**src/rtl/adder_pkg.sv**
```systemverilog
// Shared constants and helpers for the ALU-style adder datapath.
package adder_pkg;

  localparam int ADDER_DEFAULT_N = 32;

  // Signed overflow of a two's-complement add: the MSB saw a carry in
  // that did not propagate out, or a carry out that had no carry in.
  function automatic logic signed_overflow(input logic c_into_msb,
                                           input logic c_out_of_msb);
    return c_into_msb ^ c_out_of_msb;
  endfunction

endpackage

```
**src/rtl/full_adder.sv**
```systemverilog
// Single-bit full adder cell; one link of the ripple-carry chain.
module full_adder (
  input  logic a,
  input  logic b,
  input  logic c_in,
  output logic sum,
  output logic c_out
);

  logic p;

  assign p     = a ^ b;
  assign sum   = p ^ c_in;
  assign c_out = (a & b) | (c_in & p);

endmodule

```
**src/rtl/adder_n_reg.sv**
```systemverilog
// N-bit ripple-carry adder with carry-in, registered sum/carry/overflow and a
// one-cycle valid pipeline.
module adder_n_reg
  import adder_pkg::*;
#(
  parameter int N = ADDER_DEFAULT_N
) (
  input  logic         clk,
  input  logic         rst_n,
  input  logic         i_valid,
  input  logic [N-1:0] a,
  input  logic [N-1:0] b,
  input  logic         c_in,
  output logic [N-1:0] sum,
  output logic         c_out,
  output logic         overflow,
  output logic         o_valid
);

  // Handshake: i_valid qualifies a/b/c_in for one cycle and is always accepted
  // (no ready). o_valid is high exactly one cycle after each accepted add;
  // while it is low, sum/c_out/overflow keep the last captured result.

  logic [N:0]   c;
  logic [N-1:0] s;
  logic         ovf;

  assign c[0] = c_in;

  for (genvar i = 0; i < N; i++) begin : g_ripple
    full_adder u_fa (
      .a     (a[i]),
      .b     (b[i]),
      .c_in  (c[i]),
      .sum   (s[i]),
      .c_out (c[i+1])
    );
  end

  // For N=1 the carry into the MSB is c[0], i.e. c_in itself.
  assign ovf = signed_overflow(c[N-1], c[N]);

  always_ff @(posedge clk or negedge rst_n) begin
    if (!rst_n) begin
      sum      <= '0;
      c_out    <= 1'b0;
      overflow <= 1'b0;
      o_valid  <= 1'b0;
    end else begin
      o_valid <= i_valid;
      if (i_valid) begin
        sum      <= s;
        c_out    <= c[N];
        overflow <= ovf;
      end
    end
  end

endmodule

```
**config.mk**
```make
export PLATFORM = sky130hd
export DESIGN_NAME = adder_n_reg
export DESIGN_NICKNAME = d
export VERILOG_FILES = /design/src/rtl/adder_pkg.sv /design/src/rtl/full_adder.sv /design/src/rtl/adder_n_reg.sv
export SDC_FILE = /design/constraint.sdc
export NUM_CORES = 1
export LEC_CHECK = 0
export BUFFER_PORTS_ARGS = -buffer_cell sky130_fd_sc_hd__buf_4
export CAP_MARGIN = 20
export CORE_ASPECT_RATIO = 1.25
export CORE_MARGIN = 2
export CORE_UTILIZATION = 43
export CTS_BUF_LIST = sky130_fd_sc_hd__clkbuf_4
export DETAILED_ROUTE_END_ITERATION = 12
export PLACE_DENSITY = 0.76
export SETUP_SLACK_MARGIN = 0.2
export SLEW_MARGIN = 20
export SYNTH_ARGS = -nofsm -noshare
export SYNTH_HDL_FRONTEND = slang
export SYNTH_HIERARCHICAL = 1
export SYNTH_SLANG_ARGS = --single-unit
```
**constraint.sdc**
```tcl
create_clock -name clk -period 1 [get_ports clk]
set_clock_uncertainty 0.05 [all_clocks]
set_input_delay 0.1 -clock clk [delete_from_list [all_inputs] [get_ports clk]]
set_output_delay 0.1 -clock clk [all_outputs]
set_load 0.01 [all_outputs]
```
==> flow_summary.json <==
{
  "status": "finished with violations",
  "violations": "setup timing",
  "place.gp.congestion": 0.728,
  "io_buffers": 102,
  "cp_slowest_cell": "fa_2",
  "fmax_mhz": 86.3,
  "crit_required_ns": 1.17,
  "fin_ws_ns": -10.58,
  "setup_viol": 55,
  "fin_crit_ns": 11.58,
  "hpwl_microns": 3670,
  "initial_utilization_pct": 44.3,
  "yosysSeqAreaShare_pct": 42.1,
  "syn_area_per_cell_sq_um": 19.5,
  "die_x_microns": 66.2,
  "synth_warnings": 6,
  "tightest_slew_ns": 0.451,
  "grt_max_degree": 36,
  "worstSetupEndpointType": "register",
  "cp_max_fo": 2,
  "hp-class": "in -> reg",
  "cap_violations": 0,
  "grt_overflow": 0,
  "fill_cells": 337,
  "whs_ns": 0.0813,
  "via_count": 1375,
  "ios": 103,
  "syn_nets": 207,
  "final_cells": 294,
  "yosysTopAreaCell": "dfrtp_1",
  "clk_pin_slew_worst_paths_ns": 0.10,
  "grt_pass1_wl_microns": 7410,
  "drive_above_1_share_pct": 83.8,
  "criticalPathCategory": "in -> reg",
  "setup_tns_ns": -186.03,
  "final_nets": 335,
  "period_share_pct": 1160,
  "fp.dieArea_sq_mm": 0.00542,
  "antenna_left": 0,
  "first_iter_violations": 36,
  "pre_cts_slack_ns": -10.99,
  "power_per_cell_area_mw_per_mm2": 1540,
  "core_sq_mm": 0.00469,
  "netlist_instances": 107,
  "clk_latency_ns": 0.32,
  "clock-sinks": 35,
  "final_cell_mix": "buf_4 (86), buf_6 (36), dfrtp_1 (35)",
  "rsz0062_at_grt": "true",
  "antenna_found_initial": 0,
  "final_util_pct": 70.9,
  "clock-root-buffer": "clkbuf_4",
  "dp_cells": 268,
  "row_count": 28,
  "finalHoldViolations": 0,
  "crit_top_cell": "fa_2",
  "crit_path_max_incr_delay_ns": 0.42,
  "critical_path_arrival_ns": 11.75,
  "diodes": 0,
  "relSlewSlack_pct": 69.9,
  "wire_per_inst_microns": 15.8,
  "drc": 0,
  "ys_types": 9,
  "syn_to_final_growth_pct": 60.0,
  "startpoint_type": "input pin",
  "netlist_area_sq_mm": 0.00208,
  "drt_first_pass_iters": 3,
  "slew_viol_final": 0,
  "ctsHtreeMaxLevel": 2,
  "drt_wl_total_microns": 4640,
  "ir_drop_mv": 0.902,
  "cts_tree": "built",
  "vias_per_cell": 4.68,
  "leakage_nw": 1.57,
  "final_common_cell": "buf_4",
  "synth_seq_cells": 35,
  "synth_top_area_share_pct": 42.1,
  "grt_pass1_vias": 1590,
  "fp.dieH_microns": 81.8,
  "clk_path_buf_depth": 2,
  "numCtsBuffers": 5,
  "synth_area_leaders": "dfrtp_1 (42%), fa_1 (31%), mux2_4 (20%)",
  "track_usage_pct": 18.6
}
layout make-up:
cell class	instances	area [sq um]	area share (%)
Clock buffer	6	45.0	1.35
Multi-Input combinational cell	68	1230	37.0
Sequential cell	35	876	26.3
Tap cell	60	75.1	2.25
Timing Repair Buffer	125	1100	33.1
worst paths after layout:
check / endpoint / from / cells past startpoint / slack [ns]
worst max register to register: sum[13]$_DFFE_PN0P_ / sum[13]$_DFFE_PN0P_ / 2 / 0.03
worst max-delay path: sum[31]$_DFFE_PN0P_ / a[0] / 34 / -10.58
min in group asynchronous: sum[9]$_DFFE_PN0P_ / rst_n / 2 / 0.21
max in group asynchronous: o_valid$_DFF_PN0_ / rst_n / 2 / 0.37
worst min-delay path: o_valid$_DFF_PN0_ / i_valid / 2 / 0.08
worst min register to register: sum[0]$_DFFE_PN0P_ / sum[0]$_DFFE_PN0P_ / 1 / 0.49
critical path, delay by kind of cell:
family,cells,cell delay [ns]
adders and majority gates,32,11.31
buffers and inverters,1,0.09
muxes,1,0.27
metrics by stage:
stage          instance area (sq um)  total power [W]
6_report                        3330          0.00513
5_1_grt                         3330          0.00548
4_1_cts                         3290          0.00514
3_5_place_dp                    2980          0.00393
3_3_place_gp                    2980          0.00383
2_1_floorplan                   2170          0.00290
what timing repair did:
action / in CTS / in global routing
pin swaps: 1 / 0
buffers inserted: 15 / 4
endpoints found under the hold margin: 35 / 0
gates resized for setup: 38 / 1
hold buffers: 1 / 0
endpoints found under the setup margin: 68 / 69
sequential cells by signal, summed over array words and instances, names as in the netlist:
| signal | flops |
|---|---|
| o_valid | 1 |
| overflow | 1 |
| sum | 32 |
| c_out | 1 |
synth_stat cells:
cell type / count
buf_12: 3
a21oi_1: 1
xnor2_1: 1
nor2_1: 1
dfrtp_1: 35
fa_1: 32
mux2_2: 5
buf_6: 1
mux2_4: 28
metal layers:
metal | global-route usage [%] | up-vias | wire, microns
li1 | - | 608 | -
met1 | 21.5 | 697 | 1700
met2 | 34.3 | 64 | 2580
met3 | 4.25 | 6 | 306
met4 | 4.90 | 0 | 57
met5 | 0 | - | 0
kinds of logic (layout without fill, tap and decap cells):
family / after synthesis / after routing / synth area share [%]
flip-flops: 35 / 35 / 42.1
multiplexers: 33 / 33 / 22.9
adder cells (fa/ha/maj): 32 / 32 / 30.8
buffers and inverters: 4 / 131 / 3.43
AO/OA/AOI/OAI: 1 / 1 / 0.240
XOR/XNOR: 1 / 1 / 0.421
AND/OR/NAND/NOR: 1 / 1 / 0.180
report_power, final:
group,switching (W),total (W),internal [W]
registers,0.000254,0.00201,0.00175
logic,0.000786,0.00243,0.00164
clock network,0.000427,0.000704,0.000277
Note: power is estimated with default switching activity, not from simulation.
